$ cat src/rtl/ps2_pkg.sv
// Shared types and constants for the PS/2 set-2 scan-code controller:
// decoder state encoding, prefix bytes, discard list and the event record.
package ps2_pkg;

    typedef enum logic [2:0] {
        ST_IDLE    = 3'd0,
        ST_EXT     = 3'd1,
        ST_BRK     = 3'd2,
        ST_EXT_BRK = 3'd3,
        ST_SKIP    = 3'd4
    } state_t;

    localparam logic [7:0] PFX_E0   = 8'hE0;
    localparam logic [7:0] PFX_F0   = 8'hF0;
    localparam logic [7:0] PFX_E1   = 8'hE1;
    localparam logic [2:0] SKIP_LEN = 3'd7;
    localparam int         EVT_W    = 10;

    typedef struct packed {
        logic [7:0] code;
        logic       ext;
        logic       brk;
    } evt_t;

    // Keyboard status/response bytes that never represent a key.
    function automatic logic is_discard(input logic [7:0] b);
        case (b)
            8'h00, 8'hAA, 8'hEE, 8'hFA, 8'hFC, 8'hFE, 8'hFF: return 1'b1;
            default:                                         return 1'b0;
        endcase
    endfunction

    function automatic logic is_prefix(input logic [7:0] b);
        return (b == PFX_E0) || (b == PFX_F0) || (b == PFX_E1);
    endfunction

endpackage

$ cat src/rtl/ps2_evt_fifo.sv
// Show-ahead event FIFO; pointers wrap modulo FIFO_DEPTH (power of two),
// occupancy tracked by a separate count so full and empty are unambiguous.
module ps2_evt_fifo
    import ps2_pkg::*;
#(
    parameter int  FIFO_DEPTH = 4,
    localparam int PTR_W      = (FIFO_DEPTH > 1) ? $clog2(FIFO_DEPTH) : 1,
    localparam int CNT_W      = $clog2(FIFO_DEPTH + 1)
) (
    input  logic             clk,
    input  logic             rst,
    input  logic             push,
    input  logic [EVT_W-1:0] wdata,
    input  logic             pop,
    output logic [EVT_W-1:0] rdata,
    output logic             full,
    output logic             empty,
    output logic [CNT_W-1:0] count
);

    logic [EVT_W-1:0] mem_q [FIFO_DEPTH];
    logic [PTR_W-1:0] wr_ptr_q, wr_ptr_d;
    logic [PTR_W-1:0] rd_ptr_q, rd_ptr_d;
    logic [CNT_W-1:0] count_q, count_d;
    logic             wr_en;
    logic             rd_en;

    assign full  = (count_q == CNT_W'(FIFO_DEPTH));
    assign empty = (count_q == '0);
    assign count = count_q;
    assign rdata = mem_q[rd_ptr_q];

    // A pop on an empty FIFO is ignored; a pop frees the slot a full-FIFO push needs.
    assign rd_en = pop && !empty;
    assign wr_en = push && (!full || rd_en);

    always_comb begin
        wr_ptr_d = wr_ptr_q;
        rd_ptr_d = rd_ptr_q;
        count_d  = count_q;
        if (wr_en) wr_ptr_d = wr_ptr_q + PTR_W'(1);
        if (rd_en) rd_ptr_d = rd_ptr_q + PTR_W'(1);
        case ({wr_en, rd_en})
            2'b10:   count_d = count_q + CNT_W'(1);
            2'b01:   count_d = count_q - CNT_W'(1);
            default: count_d = count_q;
        endcase
    end

    always_ff @(posedge clk or posedge rst) begin
        if (rst) begin
            wr_ptr_q <= '0;
            rd_ptr_q <= '0;
            count_q  <= '0;
        end else begin
            wr_ptr_q <= wr_ptr_d;
            rd_ptr_q <= rd_ptr_d;
            count_q  <= count_d;
        end
    end

    always_ff @(posedge clk) begin
        if (wr_en) mem_q[wr_ptr_q] <= wdata;
    end

endmodule

$ cat src/rtl/ps2_scancode_ctrl.sv
// PS/2 set-2 scan-code decoder feeding a show-ahead event FIFO.
// Optional PS2_TYPEMATIC_FILTER_EN suppresses auto-repeat make events.
module ps2_scancode_ctrl
    import ps2_pkg::*;
#(
    parameter int FIFO_DEPTH = 4
) (
    input  logic       clk,
    input  logic       rst,
    input  logic [7:0] rx_data,
    input  logic       rx_ready,
    output logic       evt_valid,
    output logic [7:0] evt_code,
    output logic       evt_ext,
    output logic       evt_break,
    input  logic       evt_pop,
    output logic       overflow,
    input  logic       ovf_clr
);

    localparam int CNT_W = $clog2(FIFO_DEPTH + 1);

    state_t           state_q, state_d;
    logic [2:0]       skip_q, skip_d;
    logic             ovf_q, ovf_d;
    logic             push_req;
    logic             push;
    evt_t             evt_req;
    evt_t             head;
    logic [EVT_W-1:0] fifo_rdata;
    logic             fifo_full;
    logic             fifo_empty;
    logic [CNT_W-1:0] fifo_count;

    always_comb begin
        state_d  = state_q;
        skip_d   = skip_q;
        push_req = 1'b0;
        evt_req  = '0;
        if (rx_ready) begin
            case (state_q)
                ST_IDLE: begin
                    if (rx_data == PFX_E0) begin
                        state_d = ST_EXT;
                    end else if (rx_data == PFX_F0) begin
                        state_d = ST_BRK;
                    end else if (rx_data == PFX_E1) begin
                        state_d = ST_SKIP;
                        skip_d  = SKIP_LEN;
                    end else if (!is_discard(rx_data)) begin
                        push_req = 1'b1;
                        evt_req  = '{code: rx_data, ext: 1'b0, brk: 1'b0};
                    end
                end
                ST_EXT: begin
                    if (rx_data == PFX_F0) begin
                        state_d = ST_EXT_BRK;
                    end else if (rx_data != PFX_E0) begin
                        push_req = 1'b1;
                        evt_req  = '{code: rx_data, ext: 1'b1, brk: 1'b0};
                        state_d  = ST_IDLE;
                    end
                end
                ST_BRK, ST_EXT_BRK: begin
                    // A prefix where a code belongs is a protocol error: drop it and resync.
                    state_d = ST_IDLE;
                    if (!is_prefix(rx_data)) begin
                        push_req = 1'b1;
                        evt_req  = '{code: rx_data, ext: (state_q == ST_EXT_BRK), brk: 1'b1};
                    end
                end
                ST_SKIP: begin
                    skip_d = skip_q - 3'd1;
                    if (skip_q <= 3'd1) begin
                        skip_d  = '0;
                        state_d = ST_IDLE;
                    end
                end
                default: state_d = ST_IDLE;
            endcase
        end
    end

`ifdef PS2_TYPEMATIC_FILTER_EN
    logic       flt_vld_q, flt_vld_d;
    logic [8:0] flt_key_q, flt_key_d;
    logic       key_match;

    assign key_match = flt_vld_q && (flt_key_q == {evt_req.code, evt_req.ext});
    assign push      = push_req && !(key_match && !evt_req.brk);

    always_comb begin
        flt_vld_d = flt_vld_q;
        flt_key_d = flt_key_q;
        if (push) begin
            if (!evt_req.brk) begin
                flt_vld_d = 1'b1;
                flt_key_d = {evt_req.code, evt_req.ext};
            end else if (key_match) begin
                flt_vld_d = 1'b0;
            end
        end
    end

    always_ff @(posedge clk or posedge rst) begin
        if (rst) begin
            flt_vld_q <= 1'b0;
            flt_key_q <= '0;
        end else begin
            flt_vld_q <= flt_vld_d;
            flt_key_q <= flt_key_d;
        end
    end
`else
    assign push = push_req;
`endif

    always_comb begin
        ovf_d = ovf_q;
        if (ovf_clr) ovf_d = 1'b0;
        // Setting wins over clearing so a drop in the clear cycle is not lost.
        if (push && fifo_full && !evt_pop) ovf_d = 1'b1;
    end

    always_ff @(posedge clk or posedge rst) begin
        if (rst) begin
            state_q <= ST_IDLE;
            skip_q  <= '0;
            ovf_q   <= 1'b0;
        end else begin
            state_q <= state_d;
            skip_q  <= skip_d;
            ovf_q   <= ovf_d;
        end
    end

    ps2_evt_fifo #(
        .FIFO_DEPTH (FIFO_DEPTH)
    ) u_fifo (
        .clk   (clk),
        .rst   (rst),
        .push  (push),
        .wdata (evt_req),
        .pop   (evt_pop),
        .rdata (fifo_rdata),
        .full  (fifo_full),
        .empty (fifo_empty),
        .count (fifo_count)
    );

    // Head fields read as zero whenever nothing is queued.
    assign head      = (fifo_count != '0) ? evt_t'(fifo_rdata) : '0;
    assign evt_valid = !fifo_empty;
    assign evt_code  = head.code;
    assign evt_ext   = head.ext;
    assign evt_break = head.brk;
    assign overflow  = ovf_q;

endmodule

$ cat config.mk
export PLATFORM = sky130hd
export DESIGN_NAME = ps2_scancode_ctrl
export DESIGN_NICKNAME = d
export VERILOG_FILES = /design/src/rtl/ps2_pkg.sv /design/src/rtl/ps2_evt_fifo.sv /design/src/rtl/ps2_scancode_ctrl.sv
export SDC_FILE = /design/constraint.sdc
export NUM_CORES = 1
export LEC_CHECK = 0
export BUFFER_PORTS_ARGS = -buffer_cell sky130_fd_sc_hd__buf_4
export CAP_MARGIN = 30
export CORE_UTILIZATION = 30
export CTS_CLUSTER_DIAMETER = 200
export CTS_CLUSTER_SIZE = 24
export DETAILED_ROUTE_END_ITERATION = 10
export HOLD_SLACK_MARGIN = 0.03
export PLACE_DENSITY = 0.54
export SLEW_MARGIN = 40
export SYNTH_ARGS = -nofsm -noshare
export SYNTH_HDL_FRONTEND = slang
export SYNTH_SLANG_ARGS = --single-unit
$ cat constraint.sdc
create_clock -name clk -period 7.5 [get_ports clk]
set_input_delay 1.5 -clock clk [delete_from_list [all_inputs] [get_ports clk]]
set_output_delay 1.5 -clock clk [all_outputs]
set_load 0.01 [all_outputs]
# Word level (Yosys, flattened, before mapping)
# Memories as Yosys holds them, arrays and structs flattened.
# Index checks and enable logic that the tools add are counted.
[op_classes] addsub=5 n_lt_le_gt_ge=1 eq_ne=23 mux=42 reduce_logical=21
[ops] cell="$mux W10" n=9
[ops] cell="$eq A8 B8 Y1 const B" n=9
[ops] cell="$mux W3" n=10
[ops] cell="$pmux W10 S3" n=1
[ops] cell="$mux W1" n=18
[ops] cell="$pmux W3 S2" n=2
[ops] cell="$pmux W3 S3" n=1
[ops] cell="$logic_not A8 Y1" n=1
[ops] cell="$ne A2 B2 Y1 const B" n=4
[ops] cell="$ne A8 B8 Y1 const B" n=1
[ops] cell="$reduce_or A7 Y1" n=1
[ops] cell="$eq A3 B2 Y1 const B" n=2
[ops] cell="$eq A3 B3 Y1 const B" n=2
[ops] cell="$logic_not A3 Y1" n=2
[ops] cell="$reduce_bool A2 Y1" n=3
[ops] cell="$sub A3 B1 Y3 const B" n=2
[ops] cell="$reduce_and A5 Y1" n=1
[ops] cell="$add A2 B1 Y2 const B" n=2
[ops] cell="$logic_and A1 B1 Y1" n=4
[ops] cell="$ne A4 B4 Y1 const B" n=1
[ops] cell="$reduce_and A4 Y1" n=1
[ops] cell="$add A3 B1 Y3 const B" n=1
[ops] cell="$eq A3 B1 Y1 const B" n=1
[ops] cell="$le A3 B1 Y1 const B" n=1
[ops] cell="8 further kinds" n=12
[totals] register_bits=14 ramBits=40 input_bits=13 output_inout_bits=12 word_cells=99 memories=1
[mem_list] memory="u_fifo.mem_q" depth=4 word_bits=10 rd=1 rd_ports_with_merged_regs=0 write_ports=1 line="ps2_evt_fifo.sv:21" text="logic [EVT_W-1:0] mem_q [FIFO_DEPTH];"

# Depth between registers and ports, before layout
# Gate-level depths: netlist of the first run.
[depth] ltp_word=17 mapped_depth=11 ltp_nobuf=10

# By module
# Synthesis of the first run repeated with hierarchy kept, for this count alone.
[hier_totals] hier_cells=187 area_unflattened_um2=2702.6
[modules_own_cells] module="ps2_evt_fifo" n_inst=1 cells_per_inst=91 area_each_um2=1876.8 seq_area_each_um2=1376.3
[modules_own_cells] module="ps2_scancode_ctrl" n_inst=1 cells_per_inst=96 area_each_um2=825.8 seq_area_each_um2=175.2

# Worst setup path after synthesis of the first run
# OpenSTA, ideal clock, no wires.
[synth_path] path_type="input to register" start="in rx_data[4]" end="reg u_fifo.count_q[2] (netlist: u_fifo.count[2])" setup_ns=0.079 t_arrival_ns=3.440 required_time_ns=7.421 setup_slack_ns=3.981 path_stages=10 path_buffers=0 cell_sequence="or4_1 -> nor2_2 -> a221oi_4 -> a21oi_2 -> ha_1 -> inv_1 -> fa_1 -> xor2_1 -> nor2_1 -> xor2_1"
[synth_between] elab_chain_cells=17 elab_cells_between_ends=34 cone_classes="12 x eq/ne; 16 x mux; 6 x reduce/logical"
[synth_lines] element="from (decl)" line="ps2_scancode_ctrl.sv:10" text="input logic [7:0] rx_data,"
[synth_lines] element="$eq A8 B8 Y1 / $logic_not A8 Y1 (equally long branches)" line="ps2_pkg.sv:27" text="case (b)"
[synth_lines] element="$reduce_or A7 Y1" line="ps2_pkg.sv:27"
[synth_lines] element="$mux W1" line="ps2_pkg.sv:27"
[synth_lines] element="$mux W1" line="ps2_scancode_ctrl.sv:47" text="end else if (rx_data == PFX_E1) begin"
[synth_lines] element="$mux W1" line="ps2_scancode_ctrl.sv:45" text="end else if (rx_data == PFX_F0) begin"
[synth_lines] element="$mux W1" line="ps2_scancode_ctrl.sv:43" text="if (rx_data == PFX_E0) begin"
[synth_lines] element="$mux W1" line="ps2_scancode_ctrl.sv:41" text="case (state_q)"
[synth_lines] element="$mux W1" line="ps2_scancode_ctrl.sv:40" text="if (rx_ready) begin"
[synth_lines] element="$mux W1" line="ps2_scancode_ctrl.sv:50" text="end else if (!is_discard(rx_data)) begin"
[synth_lines] element="$mux W1" line="ps2_scancode_ctrl.sv:47"
[synth_lines] element="$mux W1" line="ps2_scancode_ctrl.sv:45"
[synth_lines] element="$mux W1" line="ps2_scancode_ctrl.sv:43"
[synth_lines] element="$pmux W1 S3 (*)" line="ps2_scancode_ctrl.sv:41"
[synth_lines] element="$mux W1 (*)" line="ps2_scancode_ctrl.sv:40"
[synth_lines] element="$logic_and A1 B1 Y1 (*)" line="ps2_evt_fifo.sv:35" text="assign wr_en = push && (!full || rd_en);"
[synth_lines] element="$eq A2 B1 Y1 / $eq A2 B2 Y1 (equally long branches)" line="ps2_evt_fifo.sv:43" text="case ({wr_en, rd_en})"
[synth_lines] element="$pmux W3 S2 / $reduce_bool A2 Y1 (equally long branches)"
[synth_lines] element="to (signal assigned)" line="ps2_evt_fifo.sv:58" text="count_q <= count_d;"
[synth_lines] element="to (decl)" line="ps2_evt_fifo.sv:24" text="logic [CNT_W-1:0] count_q, count_d;"
# Every way passes the cells marked *; elsewhere a longest branch is shown, timed or not. The select of a mux whose other input is x is not followed.
# A chain may end at the register's enable or synchronous reset.

# Worst setup path after layout of the first run
[layout_path] start="reg u_fifo.rd_ptr_q[0]" end="out evt_code[4]"
[layout_between] elab_chain_cells=2
[layout_lines] element="from (decl)" line="ps2_evt_fifo.sv:23" text="logic [PTR_W-1:0] rd_ptr_q, rd_ptr_d;"
[layout_lines] element="from (signal assigned)" line="ps2_evt_fifo.sv:57" text="rd_ptr_q <= rd_ptr_d;"
[layout_lines] element="$mem_v2 Z4 W10"
[layout_lines] element="$mux W10" line="ps2_scancode_ctrl.sv:152" text="assign head = (fifo_count != '0) ? evt_t'(fifo_rdata) : '0;"
[layout_lines] element="to (decl)" line="ps2_scancode_ctrl.sv:13" text="output logic [7:0] evt_code,"
# No other way between the ends.

==> results.sh, run 1 <==
export IMPL_post_cts_buffers=0
export IMPL_yosysSeqAreaShare_pct=59.64
export IMPL_hold_viol=0
export IMPL_synthesis_instances=180
export IMPL_syn_area_um2=2601
export IMPL_synthesis_area_per_instance_um2=14.45
export IMPL_worstPathRequired_ps=6000
export IMPL_endpoint_kind="output pin"
export IMPL_cts_buffers=5
export IMPL_clock_sinks=54
export IMPL_initial_core_util_pct=31.34
export IMPL_p_per_area_nw_per_um2=314.5
export IMPL_ant_nets=0
export IMPL_routed_wl_mm=4.610
export IMPL_wire_per_inst_um=14.78
export IMPL_final_common_cell="edfxtp_1"
export IMPL_synth_seq_cells=54
export IMPL_area_growth_pct=14.77
export IMPL_synth_top_area_cell="edfxtp_1"
export IMPL_cp_depth=3
export IMPL_ys_warn_count=0
export IMPL_r2r_slack_ps=4930
export IMPL_gp_congestion=0.7432
export IMPL_final_util_pct=35.97
export IMPL_max_slew_margin_pct=52.30
export IMPL_fin_tns_setup_ps=0
export IMPL_die_h_um=95.12
export IMPL_synthFlopType="edfxtp_1"
export IMPL_holdPathStages=1
export IMPL_rsz0062_at_grt="no"
export IMPL_synth_top_cells_by_area="edfxtp_1, dfrtp_1, mux4_2"
export IMPL_hold_end="u_fifo.count[2]"
export IMPL_clk_pin_slew_ps=90
export IMPL_multi_input_area_um2=978.4
export IMPL_grt_pass1_wl_mm=7.327
export IMPL_fill_cells=804
export IMPL_fmax_mhz=283.2
export IMPL_core_um2=8299
export IMPL_yosysTopAreaCellShare_pct=46.18
export IMPL_layout_common_cells="edfxtp_1, buf_4, and2_1"
export IMPL_tightestPinTransition_ps=715.5
export IMPL_antenna_cells=0
export IMPL_vias=1500
export IMPL_cp_start_kind="flip-flop"
export IMPL_antenna_found_initial=0
export IMPL_fin_worst_skew_ps=11.03
export IMPL_path_max_fanout=12
export IMPL_ys_types=50
export IMPL_place_hpwl_mm=3.358
export IMPL_htreeDepth=2
export IMPL_grt_total_usage_pct=11.00
export IMPL_io_pins=25
export IMPL_drt_iter0_markers=74
export IMPL_postCtsHoldBufs=0
export IMPL_grt_pass1_vias=1425
export IMPL_port_buffers=24
export IMPL_slowest_delay_ps=810
export IMPL_synth_enable_flop_cells=40
export IMPL_cp_slowest_cell="dfrtp_1"
export IMPL_insertion_delay_ps=310
export IMPL_post_route_period_util_pct=47.08
export IMPL_grt_max_degree=20
export IMPL_crit_type="flip-flop to output pin"
export IMPL_slew_violations=0
export IMPL_timing_rr_start="u_fifo.count[0]"
export IMPL_setup_viol=0
export IMPL_path_cells="mux4_2 -> and2_1 -> buf_4"
export IMPL_drc=0
export IMPL_period_needed_ps=3531
export IMPL_maxCapViolations=0
export IMPL_hold_start="u_fifo.count[2]"
export IMPL_critPathBufInv=1
export IMPL_status="finished, final reports clean"
export IMPL_overflow=0
export IMPL_nets=226
export IMPL_drive_gt1_share_pct=28.99
export IMPL_r2r_end="u_fifo.count[2]"
export IMPL_worst_ep_arrival_time_ps=2030
export IMPL_num_rows=33
export IMPL_reg2regPathDepth=9
export IMPL_regArea_um2=1551
export IMPL_cts_buffer_depth=2
export IMPL_routed_via_density=4.808
export IMPL_die_w_um=95.12
export IMPL_cts_resized=0
export IMPL_syn_nets=200
export IMPL_min_path_type="flip-flop to flip-flop"
export IMPL_ir_drop_uv=100.5
export IMPL_firstDrtPassIters=4
export IMPL_p_leak_nw=1.154
export IMPL_cts_root_buf="clkbuf_8"
export IMPL_path_delay_family="flip-flops"
export IMPL_cts_tree="built"
export IMPL_die_area_um2=9047
export IMPL_async_flop_share_pct=25.93
==> worst max-delay path by stage <==
stage,start,to,slack (ps)
2_1_floorplan,rx_data[4],u_fifo.count[2],3980
3_3_place_gp,rx_data[1],u_fifo.count[2],3760
3_5_place_dp,rx_data[1],u_fifo.count[2],3730
4_1_cts,u_fifo.rd_ptr_q[0],evt_code[4],3900
5_1_grt,rx_data[1],u_fifo.count[2],3770
6_report,u_fifo.rd_ptr_q[0],evt_code[4],3970
==> registers in the layout, indices dropped and copies added, names as in the netlist <==
name             count
overflow             1
skip_q               3
state_q              3
u_fifo.count         3
u_fifo.mem_q        40
u_fifo.rd_ptr_q      2
u_fifo.wr_ptr_q      2
==> final cells by class <==
class,count,area share [%]
inverters,13,1.635
clock inverters,3,0.8801
well taps,105,4.401
clock buffers,5,2.305
multi-input cells,108,32.77
flip-flops and latches,54,51.97
repair buffers,24,6.035
==> worst register-to-register path, stage by stage (launching register included) <==
cell and delay, ps:
dfrtp_1 440, or4b_4 580, and3_2 240, a21oi_2 190, ha_1 210, inv_1 60
fa_1 370, xor2_1 150, nor2_1 110, xor2_1 150
==> cell families (layout without fill, tap and decap cells) <==
group / Yosys count / count (layout) / share of synthesized area, %
XOR/XNOR: 6 / 6 / 2.021
adder cells (fa/ha/maj): 8 / 8 / 4.088
buffers and inverters: 18 / 45 / 2.741
flip-flops: 54 / 54 / 59.64
AO/OA/AOI/OAI: 21 / 21 / 6.927
AND/OR/NAND/NOR: 60 / 60 / 14.57
multiplexers: 13 / 13 / 10.00
==> metrics by stage <==
step	power [mW]	setup WS (ps)	instances	area, µm²	hold slack, ps
5_1_grt	1.003	3768	312	2985	545.7
6_report	0.9390	3969	312	2985	506.2
3_3_place_gp	0.7870	3761	304	2890	489.9
2_1_floorplan	0.6660	3981	180	2601	460.7
4_1_cts	0.9564	3896	312	2985	503.5
3_5_place_dp	0.7902	3731	304	2890	494.1
==> metal layers <==
| layer | GRT usage [%] | routed length [µm] | up-vias |
|---|---|---|---|
| met1 | 14.51 | 2165 | 733 |
| met4 | 3.409 | 55 | 0 |
| met5 | 0 | 0 | - |
| met2 | 18.04 | 2204 | 33 |
| met3 | 2.392 | 184 | 4 |
| li1 | - | - | 730 |
==> power breakdown <==
part	switching, mW	leakage, nW	internal, mW	total [mW]
logic	0.137	0.563	0.184	0.322
registers	0.0581	0.542	0.393	0.451
clock network	0.0971	0.0491	0.0688	0.166
==> cell usage after synthesis, types with 2 or more instances <==
cell      instances
or3_1             3
nor3_1            2
xor2_1            3
nand2b_1          2
and3_2            4
nor2_1            8
ha_1              6
edfxtp_1         40
dfrtp_1          14
xnor2_1           3
nand2_1           5
and3_1            5
buf_2             3
and2_1           15
a22o_1            2
nand3_1           3
o21ai_0           3
a31oi_1           2
mux2i_1           2
a21oi_1           3
inv_1            12
a22o_2            2
clkbuf_1          2
mux4_2           10
(Power assumes the default switching activity.)
==> run 2: changes to the inputs <==
clock period = 3.7 ns   (was 7.5 ns; I/O delays follow)
==> run 2 against run 1 <==
- total power up 100%
- combinational power rose by 100%
- cell count did not move
- largest power group unchanged
- global-route usage grew 0.14 points
- register-to-register slack lost 3800 ps
- flip-flop and latch count is the same
- clock power up 100%
- routed wire length up 1.5%
==> results.sh, run 2 (same netlist as run 1, synthesis figures left out) <==
export IMPL_tightestPinTransition_ps=710.8
export IMPL_fin_worst_skew_ps=8.608
export IMPL_antenna_cells=0
export IMPL_setup_viol=0
export IMPL_largest_reg_flops=40
export IMPL_path_max_fanout=12
export IMPL_grt_busiest_layer="met2"
export IMPL_clk_pin_slew_ps=100
export IMPL_reg2regPathDepth=9
export IMPL_clock_sinks=54
export IMPL_cp_start_kind="flip-flop"
export IMPL_cts_buffer_depth=2
export IMPL_min_path_type="primary input to asynchronous set/reset pin"
export IMPL_num_rows=33
export IMPL_overflow=0
export IMPL_drt_iter0_markers=53
export IMPL_crit_type="flip-flop to output pin"
export IMPL_fin_hold_ws_ps=482.3
export IMPL_ir_drop_uv=157.0
export IMPL_grt_pass1_vias=1448
export IMPL_grt_max_degree=19
export IMPL_io_pins=25
export IMPL_postCtsHoldBufs=0
export IMPL_die_w_um=95.12
export IMPL_endpoint_kind="output pin"
export IMPL_gr_usage_met1_pct=14.73
export IMPL_area_growth_pct=14.72
export IMPL_cts_tree="built"
export IMPL_worst_ep_arrival_time_ps=2030
export IMPL_grt_total_usage_pct=11.14
export IMPL_critPathBufInv=1
export IMPL_period_needed_ps=2771
export IMPL_layout_common_cells="edfxtp_1, buf_4, and2_1"
export IMPL_status="finished, final reports clean"
export IMPL_final_common_cell="edfxtp_1"
export IMPL_met3_usage_pct=2.552
export IMPL_nets=226
export IMPL_globalRouteMet2Util_pct=17.98
export IMPL_insertion_delay_ps=310
export IMPL_core_um2=8299
export IMPL_routed_wl_mm=4.677
export IMPL_max_slew_margin_pct=52.62
export IMPL_cts_root_buf="clkbuf_8"
export IMPL_die_area_um2=9047
export IMPL_htreeDepth=2
export IMPL_r2r_end="u_fifo.count[2]"
export IMPL_post_route_period_util_pct=74.90
export IMPL_timing_rr_start="u_fifo.count[0]"
export IMPL_die_h_um=95.12
export IMPL_slew_violations=0
export IMPL_multi_input_area_um2=978.4
export IMPL_ant_nets=0
export IMPL_r2r_slack_ps=1120
export IMPL_p_per_area_nw_per_um2=638.2
export IMPL_rsz0062_at_grt="no"
export IMPL_path_cells="mux4_2 -> and2_1 -> buf_4"
export IMPL_worstPathRequired_ps=2960
export IMPL_fin_tns_setup_ps=0
export IMPL_regMostFlops="u_fifo.mem_q"
export IMPL_p_leak_nw=1.150
export IMPL_gp_congestion=0.7434
export IMPL_port_buffers=24
export IMPL_place_hpwl_mm=3.345
export IMPL_vias=1496
export IMPL_hold_viol=0
export IMPL_regArea_um2=1551
export IMPL_fmax_mhz=360.9
export IMPL_cts_resized=0
export IMPL_cp_slowest_cell="dfrtp_1"
export IMPL_initial_core_util_pct=31.34
export IMPL_grt_pass1_wl_mm=7.417
export IMPL_firstDrtPassIters=4
export IMPL_drc=0
export IMPL_slowest_delay_ps=810
export IMPL_cts_buffers=5
export IMPL_maxCapViolations=0
export IMPL_antenna_found_initial=0
export IMPL_wire_per_inst_um=14.99
export IMPL_post_cts_buffers=0
export IMPL_path_delay_family="flip-flops"
export IMPL_fill_cells=808
export IMPL_drive_gt1_share_pct=28.99
export IMPL_routed_via_density=4.795
## run 2: cell count changes in the layout (fill, tap and decap cells not counted), sizes merged
cell / previous run / this run
clkinvlp: 0 / 1
inv: 15 / 14
## run 2: through the flow
step / cell area (µm²) / setup slack [ps] / power (mW) / utilization (%) / instances
floorplan: 2601 / 941.1 / 1.350 / - / 180
global placement: 2890 / 720.3 / 1.595 / 34.83 / 304
detailed placement: 2890 / 694.5 / 1.601 / 34.83 / 304
CTS: 2984 / 851.5 / 1.938 / 35.96 / 312
global route: 2984 / 783.9 / 2.024 / 35.96 / 312
finish: 2984 / 928.8 / 1.905 / 35.96 / 312
## run 2: report_power, final
part           internal [mW]  switching, mW
Sequential             0.797          0.120
Combinational          0.374          0.282
Clock                  0.137          0.196
## run 2: routing by layer
metal	vias up	part of all wire [%]
li1	729	-
met4	0	1.4
met2	31	46
met1	730	49
met5	-	0
met3	6	3.5
## run 2: layout make-up
class	count	area share, %
Sequential cell	54	51.99
Timing Repair Buffer	24	6.038
Multi-Input combinational cell	108	32.79
Clock inverter	3	0.8386
Clock buffer	5	2.306
Tap cell	105	4.403
Inverter	13	1.635
## run 2: worst max-delay path by stage
| stage | cells after the start | to | startpoint |
|---|---|---|---|
| floorplan | 10 | u_fifo.count[2] | rx_data[4] |
| global placement | 11 | u_fifo.count[2] | rx_data[1] |
| CTS | 3 | evt_code[4] | u_fifo.rd_ptr_q[0] |
| detailed placement | 11 | u_fifo.count[2] | rx_data[1] |
| global route | 3 | evt_code[4] | u_fifo.rd_ptr_q[0] |
| finish | 3 | evt_code[4] | u_fifo.rd_ptr_q[0] |
